$ cat config.mk
export PLATFORM = sky130hd
export DESIGN_NAME = mem_arbiter
export DESIGN_NICKNAME = d
export VERILOG_FILES = /design/src/rtl/mem_arbiter_pkg.sv /design/src/rtl/mem_arbiter_arb_prio.sv /design/src/rtl/mem_arbiter.sv
export SDC_FILE = /design/constraint.sdc
export NUM_CORES = 1
export LEC_CHECK = 0
export CAP_MARGIN = 10
export CORE_AREA = 2 2 255 257
export DETAILED_ROUTE_END_ITERATION = 10
export DIE_AREA = 0 0 257 259
export SLEW_MARGIN = 40
export SYNTH_ARGS = -nofsm -noshare
export SYNTH_HDL_FRONTEND = slang
export SYNTH_HIERARCHICAL = 1
export SYNTH_SLANG_ARGS = --single-unit
$ cat constraint.sdc
create_clock -name clk -period 6.9 [get_ports clk]
set_input_delay 1.725 -clock clk [delete_from_list [all_inputs] [get_ports clk]]
set_output_delay 1.725 -clock clk [all_outputs]
set_load 0.01 [all_outputs]
$ cat src/rtl/mem_arbiter_pkg.sv
// Shared encodings and defaults for the fetch/data memory-bus arbiter.
package mem_arbiter_pkg;

  typedef enum logic [1:0] {
    ARB_IDLE = 2'd0,
    ARB_REQ  = 2'd1,
    ARB_RESP = 2'd2
  } arb_state_e;

  typedef enum logic [1:0] {
    OWN_NONE = 2'd0,
    OWN_IF   = 2'd1,
    OWN_MEM  = 2'd2
  } owner_e;

  localparam int ARB_STARVE_MAX = 4;
  // Wide enough for the full legal STARVE_MAX range of 1..15.
  localparam int STARVE_W = 4;

endpackage

$ cat src/rtl/mem_arbiter_arb_prio.sv
// Fixed data-over-fetch priority with a saturating starvation counter that
// hands the bus to fetch after STARVE_MAX consecutive lost arbitrations.
module arb_prio
  import mem_arbiter_pkg::*;
#(
  parameter int STARVE_MAX = ARB_STARVE_MAX
) (
  input  logic clk,
  input  logic rst,
  input  logic if_req,
  input  logic mem_req,
  input  logic en,
  output logic grant_if,
  output logic grant_mem
);

  localparam logic [STARVE_W-1:0] STARVE_MAX_C = STARVE_W'(STARVE_MAX);

  logic [STARVE_W-1:0] starve_q;
  logic [STARVE_W-1:0] starve_d;
  logic                force_if;

  // NOTE: every always_comb output gets a default first so no path leaves it
  // unassigned, which would otherwise infer a latch.
  always_comb begin
    force_if  = if_req && (starve_q == STARVE_MAX_C);
    grant_mem = en && mem_req && !force_if;
    grant_if  = en && if_req && !grant_mem;

    starve_d = starve_q;
    if (grant_if) begin
      starve_d = '0;
    end else if (grant_mem && if_req && (starve_q != STARVE_MAX_C)) begin
      starve_d = starve_q + 1'b1;
    end
  end

  // NOTE: sequential state uses non-blocking assignments so every register
  // samples its _d value from before the edge, independent of block order.
  always_ff @(posedge clk) begin
    if (rst) begin
      starve_q <= '0;
    end else begin
      starve_q <= starve_d;
    end
  end

endmodule

$ cat src/rtl/mem_arbiter.sv
// Shares one single-port memory bus between instruction fetch and data access,
// one outstanding transaction at a time, with per-requester stall outputs.
module mem_arbiter
  import mem_arbiter_pkg::*;
#(
  parameter int ADDR_W     = 64,
  parameter int DATA_W     = 64,
  parameter int STARVE_MAX = ARB_STARVE_MAX
) (
  input  logic              clk,
  input  logic              rst,

  input  logic              if_req,
  input  logic [ADDR_W-1:0] if_addr,
  output logic              if_gnt,
  output logic              if_rvalid,
  output logic [DATA_W-1:0] if_rdata,
  output logic              if_stall,

  input  logic              mem_req,
  input  logic              mem_we,
  input  logic [ADDR_W-1:0] mem_addr,
  input  logic [DATA_W-1:0] mem_wdata,
  input  logic [DATA_W-1:0] mem_wmask,
  output logic              mem_gnt,
  output logic              mem_rvalid,
  output logic [DATA_W-1:0] mem_rdata,
  output logic              mem_stall,

  output logic              bus_req,
  output logic              bus_we,
  output logic [ADDR_W-1:0] bus_addr,
  output logic [DATA_W-1:0] bus_wdata,
  output logic [DATA_W-1:0] bus_wmask,
  input  logic              bus_ready,
  input  logic              bus_rvalid,
  input  logic [DATA_W-1:0] bus_rdata
);

  arb_state_e        state_q, state_d;
  owner_e            owner_q, owner_d;
  logic              we_q, we_d;
  logic [ADDR_W-1:0] addr_q, addr_d;
  logic [DATA_W-1:0] wdata_q, wdata_d;
  logic [DATA_W-1:0] wmask_q, wmask_d;

  logic grant_if, grant_mem;
  logic complete;

  // Arbitration is suppressed during reset so no grant escapes the reset cycle.
  arb_prio #(
    .STARVE_MAX (STARVE_MAX)
  ) u_prio (
    .clk       (clk),
    .rst       (rst),
    .if_req    (if_req),
    .mem_req   (mem_req),
    .en        ((state_q == ARB_IDLE) && !rst),
    .grant_if  (grant_if),
    .grant_mem (grant_mem)
  );

  // State register
  always_ff @(posedge clk) begin
    if (rst) begin
      state_q <= ARB_IDLE;
    end else begin
      state_q <= state_d;
    end
  end

  // Next-state logic
  always_comb begin
    state_d = state_q;
    unique case (state_q)
      ARB_IDLE: if (grant_if || grant_mem) state_d = ARB_REQ;
      ARB_REQ: begin
        if (bus_ready && bus_rvalid) state_d = ARB_IDLE;
        else if (bus_ready)          state_d = ARB_RESP;
      end
      ARB_RESP: if (bus_rvalid) state_d = ARB_IDLE;
      default: state_d = ARB_IDLE;
    endcase
  end

  // Output logic: a stray bus_rvalid in IDLE or un-accepted REQ never completes.
  always_comb begin
    bus_req  = (state_q == ARB_REQ);
    complete = !rst && (((state_q == ARB_REQ) && bus_ready && bus_rvalid) ||
                        ((state_q == ARB_RESP) && bus_rvalid));
  end

  // Transaction latch: captured only on a win, so later requester changes
  // cannot disturb the fields of the transaction already in flight.
  always_comb begin
    owner_d = owner_q;
    we_d    = we_q;
    addr_d  = addr_q;
    wdata_d = wdata_q;
    wmask_d = wmask_q;
    if (grant_mem) begin
      owner_d = OWN_MEM;
      we_d    = mem_we;
      addr_d  = mem_addr;
      wdata_d = mem_wdata;
      wmask_d = mem_we ? mem_wmask : '0;
    end else if (grant_if) begin
      owner_d = OWN_IF;
      we_d    = 1'b0;
      addr_d  = if_addr;
      wdata_d = '0;
      wmask_d = '0;
    end else if (complete) begin
      owner_d = OWN_NONE;
    end
  end

  // NOTE: the datapath latches are reset along with the control state so the
  // bus fields read as zero straight out of reset, not just bus_req.
  always_ff @(posedge clk) begin
    if (rst) begin
      owner_q <= OWN_NONE;
      we_q    <= 1'b0;
      addr_q  <= '0;
      wdata_q <= '0;
      wmask_q <= '0;
    end else begin
      owner_q <= owner_d;
      we_q    <= we_d;
      addr_q  <= addr_d;
      wdata_q <= wdata_d;
      wmask_q <= wmask_d;
    end
  end

  always_comb begin
    bus_we     = we_q;
    bus_addr   = addr_q;
    bus_wdata  = wdata_q;
    bus_wmask  = wmask_q;

    if_gnt     = grant_if;
    mem_gnt    = grant_mem;
    if_rvalid  = complete && (owner_q == OWN_IF);
    mem_rvalid = complete && (owner_q == OWN_MEM);
    if_rdata   = if_rvalid  ? bus_rdata : '0;
    mem_rdata  = mem_rvalid ? bus_rdata : '0;

    if_stall   = if_req  && !if_rvalid;
    mem_stall  = mem_req && !mem_rvalid;
  end

endmodule

==> flow_metrics.py <==
metrics = {
    "status": {
        "outcome": "completed",
    },
    "floorplan": {
        "dieWidth_um": 257,
        "dieArea_mm2": 0.0666,
        "core-area_mm2": 0.0639,
        "num_rows": 93,
        "die_h_um": 259,
        "io-pin-count": 655,
        "start_util": 0.134,
    },
    "layout": {
        "area_growth_pct": 96.6,
        "nets": 1920,
        "layout-drive-gt1-share": 0.0832,
    },
    "cts": {
        "cts_tree": "yes",
        "numCtsBuffers": 26,
        "cts_setup_buffers": 0,
        "cts_resized": 0,
        "clock_path_buffers": 3,
        "cts.sinks": 201,
        "cts-htree-levels": 1,
        "holdBufCountCts": 0,
        "clkLatencyLatePin_ns": 0.55,
        "cts-root-buf": "clkbuf_16",
        "clk_pin_slew_ns": 0.06,
    },
    "synth": {
        "synth.cell_area_mm2": 0.00854,
        "synth_cell_types": 29,
        "synthTopCellsByCount": "dfxtp_1 (201), nand2_1 (135), nor2_1 (130), and2_1 (129), a22oi_1 (127)",
        "synth_top_area_cell": "dfxtp_1",
        "syn-num-nets": 1310,
        "synth.area.top_cells": "dfxtp_1 (47%), a22oi_1 (11%), and2_1 (9.4%)",
        "synth_top_area_frac": 0.471,
        "synth_edf_count": 0,
        "ys_async_sr_fraction": 0,
        "synth-main-ff-cell": "dfxtp_1",
        "synth.most_common_cell": "dfxtp_1",
        "netlist_instances": 981,
        "ys_ff_latch": 201,
        "yosysSeqAreaShare": 0.471,
        "avgSynthCellArea_um2": 8.71,
        "ys_warn_count": 6,
    },
    "grt": {
        "grt_start_max_net_pins": 85,
        "grt_usage": 0.130,
        "grt_pass1_vias": 9736,
        "grt_overflow": 0,
        "grt_pass1_wl_um": 65200,
        "grt_antenna_before_repair": 6,
    },
    "sta": {
        "min_period_ns": 5.79,
        "hold_viol": 0,
        "tns_ns": 0,
        "rsz0062_at_grt": "no",
        "setup_violations": 0,
        "drv_slew": 0,
        "max_freq_ghz": 0.173,
        "fin_ws_ns": 1.11,
        "max_slew_margin": 0.449,
        "min_period_over_period": 0.840,
        "worst_pin_slew_ns": 0.826,
        "fin_skew_ns": 0.0167,
    },
    "detailed_routing": {
        "wl_per_cell_um": 18.8,
        "drt-total-wl_um": 46400,
        "vias": 9566,
        "drt.antenna.violating_nets": 0,
        "drc": 0,
        "routed_via_density": 3.87,
        "drt-initial-drc-count": 404,
        "firstDrtPassIters": 4,
    },
    "placement": {
        "post-place-ws_ns": 1.12,
        "hpwl_um": 36700,
        "routabilityCongestion": 0.909,
        "io_buffers": 654,
    },
    "power": {
        "p_leak_nw": 5.97,
        "power.density_mw_per_mm2": 190,
        "peakVddDrop_mv": 0.155,
    },
    "worst_setup_path": {
        "cp-end-kind": "primary output",
        "worstSetupPathType": "input port to primary output",
        "worstSetupStartpointType": "input port",
        "crit_path_max_fanout": 55,
        "ff2ff_path_depth": 10,
        "arrival_ns": 4.07,
        "crit_required_ns": 5.18,
    },
    "worst_hold_path": {
        "hold_path_depth": 2,
        "worstHoldPathType": "flip-flop to flip-flop",
    },
    "job": {
        "max_cap_viol_count": 0,
    },
}
==> cells by family after synthesis <==
family	synth area share
flops	0.471
compound gates	0.160
fa+ha+maj	0.00293
simple gates	0.230
mux	0.0844
buf+inv	0.0514
==> worst max-delay path: stages <==
cell,delay [ns]
clkdlybuf4s50_1,0.50
nand4bb_1,0.27
a21oi_4,0.34
buf_4,0.43
and2_1,0.20
clkdlybuf4s50_1,0.57
==> power by group <==
group	total (mW)	leakage (nW)	internal [mW]	switching, mW
registers	1.26	1.64	1.22	0.0363
clock network	1.31	0.408	0.760	0.553
logic	0.617	3.93	0.350	0.266
==> cells in the final DEF, fill, tap and decap left out, types with 3 or more instances in the layout <==
| master | count |
|---|---|
| a21oi_1 | 71 |
| a21oi_4 | 3 |
| a22oi_1 | 127 |
| and2_1 | 128 |
| buf_4 | 9 |
| buf_6 | 3 |
| clkbuf_1 | 5 |
| clkbuf_16 | 27 |
| clkbuf_8 | 4 |
| clkdlybuf4s50_1 | 653 |
| clkinv_2 | 7 |
| dfxtp_1 | 201 |
| diode_2 | 4 |
| inv_1 | 3 |
| mux2_2 | 64 |
| nand2_1 | 135 |
| nand3b_1 | 4 |
| nor2_1 | 129 |
| nor2b_1 | 3 |
| nor3_1 | 3 |
==> stage by stage <==
stage          utilization  instances  hold slack, ns  instance area, um^2  total power, mW
4_1_cts              0.263       2466           0.495                16800             3.25
3_3_place_gp         0.249       2415           0.470                15900             1.89
6_report             0.263       2470           0.492                16800             3.19
2_1_floorplan            -        981           0.455                 8540             1.49
3_5_place_dp         0.250       2418           0.483                16000             1.90
5_1_grt              0.263       2466           0.519                16800             3.32
==> routing by layer <==
metal | up-vias | share of wire | track usage
met4 | 4 | 0.021 | 0.0321
met1 | 4464 | 0.35 | 0.129
met3 | 60 | 0.082 | 0.0427
met2 | 483 | 0.54 | 0.257
met5 | - | 0.00065 | 0
li1 | 4555 | - | -
==> layout make-up <==
type / count / area (um^2)
Antenna cell: 4 / 10.0
Fill cell: 6691 / 47100
Clock buffer: 36 / 749
Sequential cell: 201 / 4020
Timing Repair Buffer: 669 / 6720
Clock inverter: 12 / 76.3
Inverter: 4 / 15.0
Multi-Input combinational cell: 689 / 4130
Tap cell: 855 / 1070
==> final timing paths <==
kind | from | endpoint | slack, ns
min reg2reg | u_prio/starve_q[1] | u_prio/starve_q[1] | 0.49
max | bus_ready | mem_rdata[42] | 1.11
max reg2reg | u_prio/starve_q[0] | bus_wdata[63] | 3.86
min | u_prio/starve_q[1] | u_prio/starve_q[1] | 0.49
==> registers in the layout, summed over array words and instances (netlist names) <==
register         cells
owner_q              2
state_q              2
bus_we               1
bus_wdata           64
bus_wmask           64
u_prio/starve_q      4
bus_addr            64
Power figures use the tool's default switching activity.
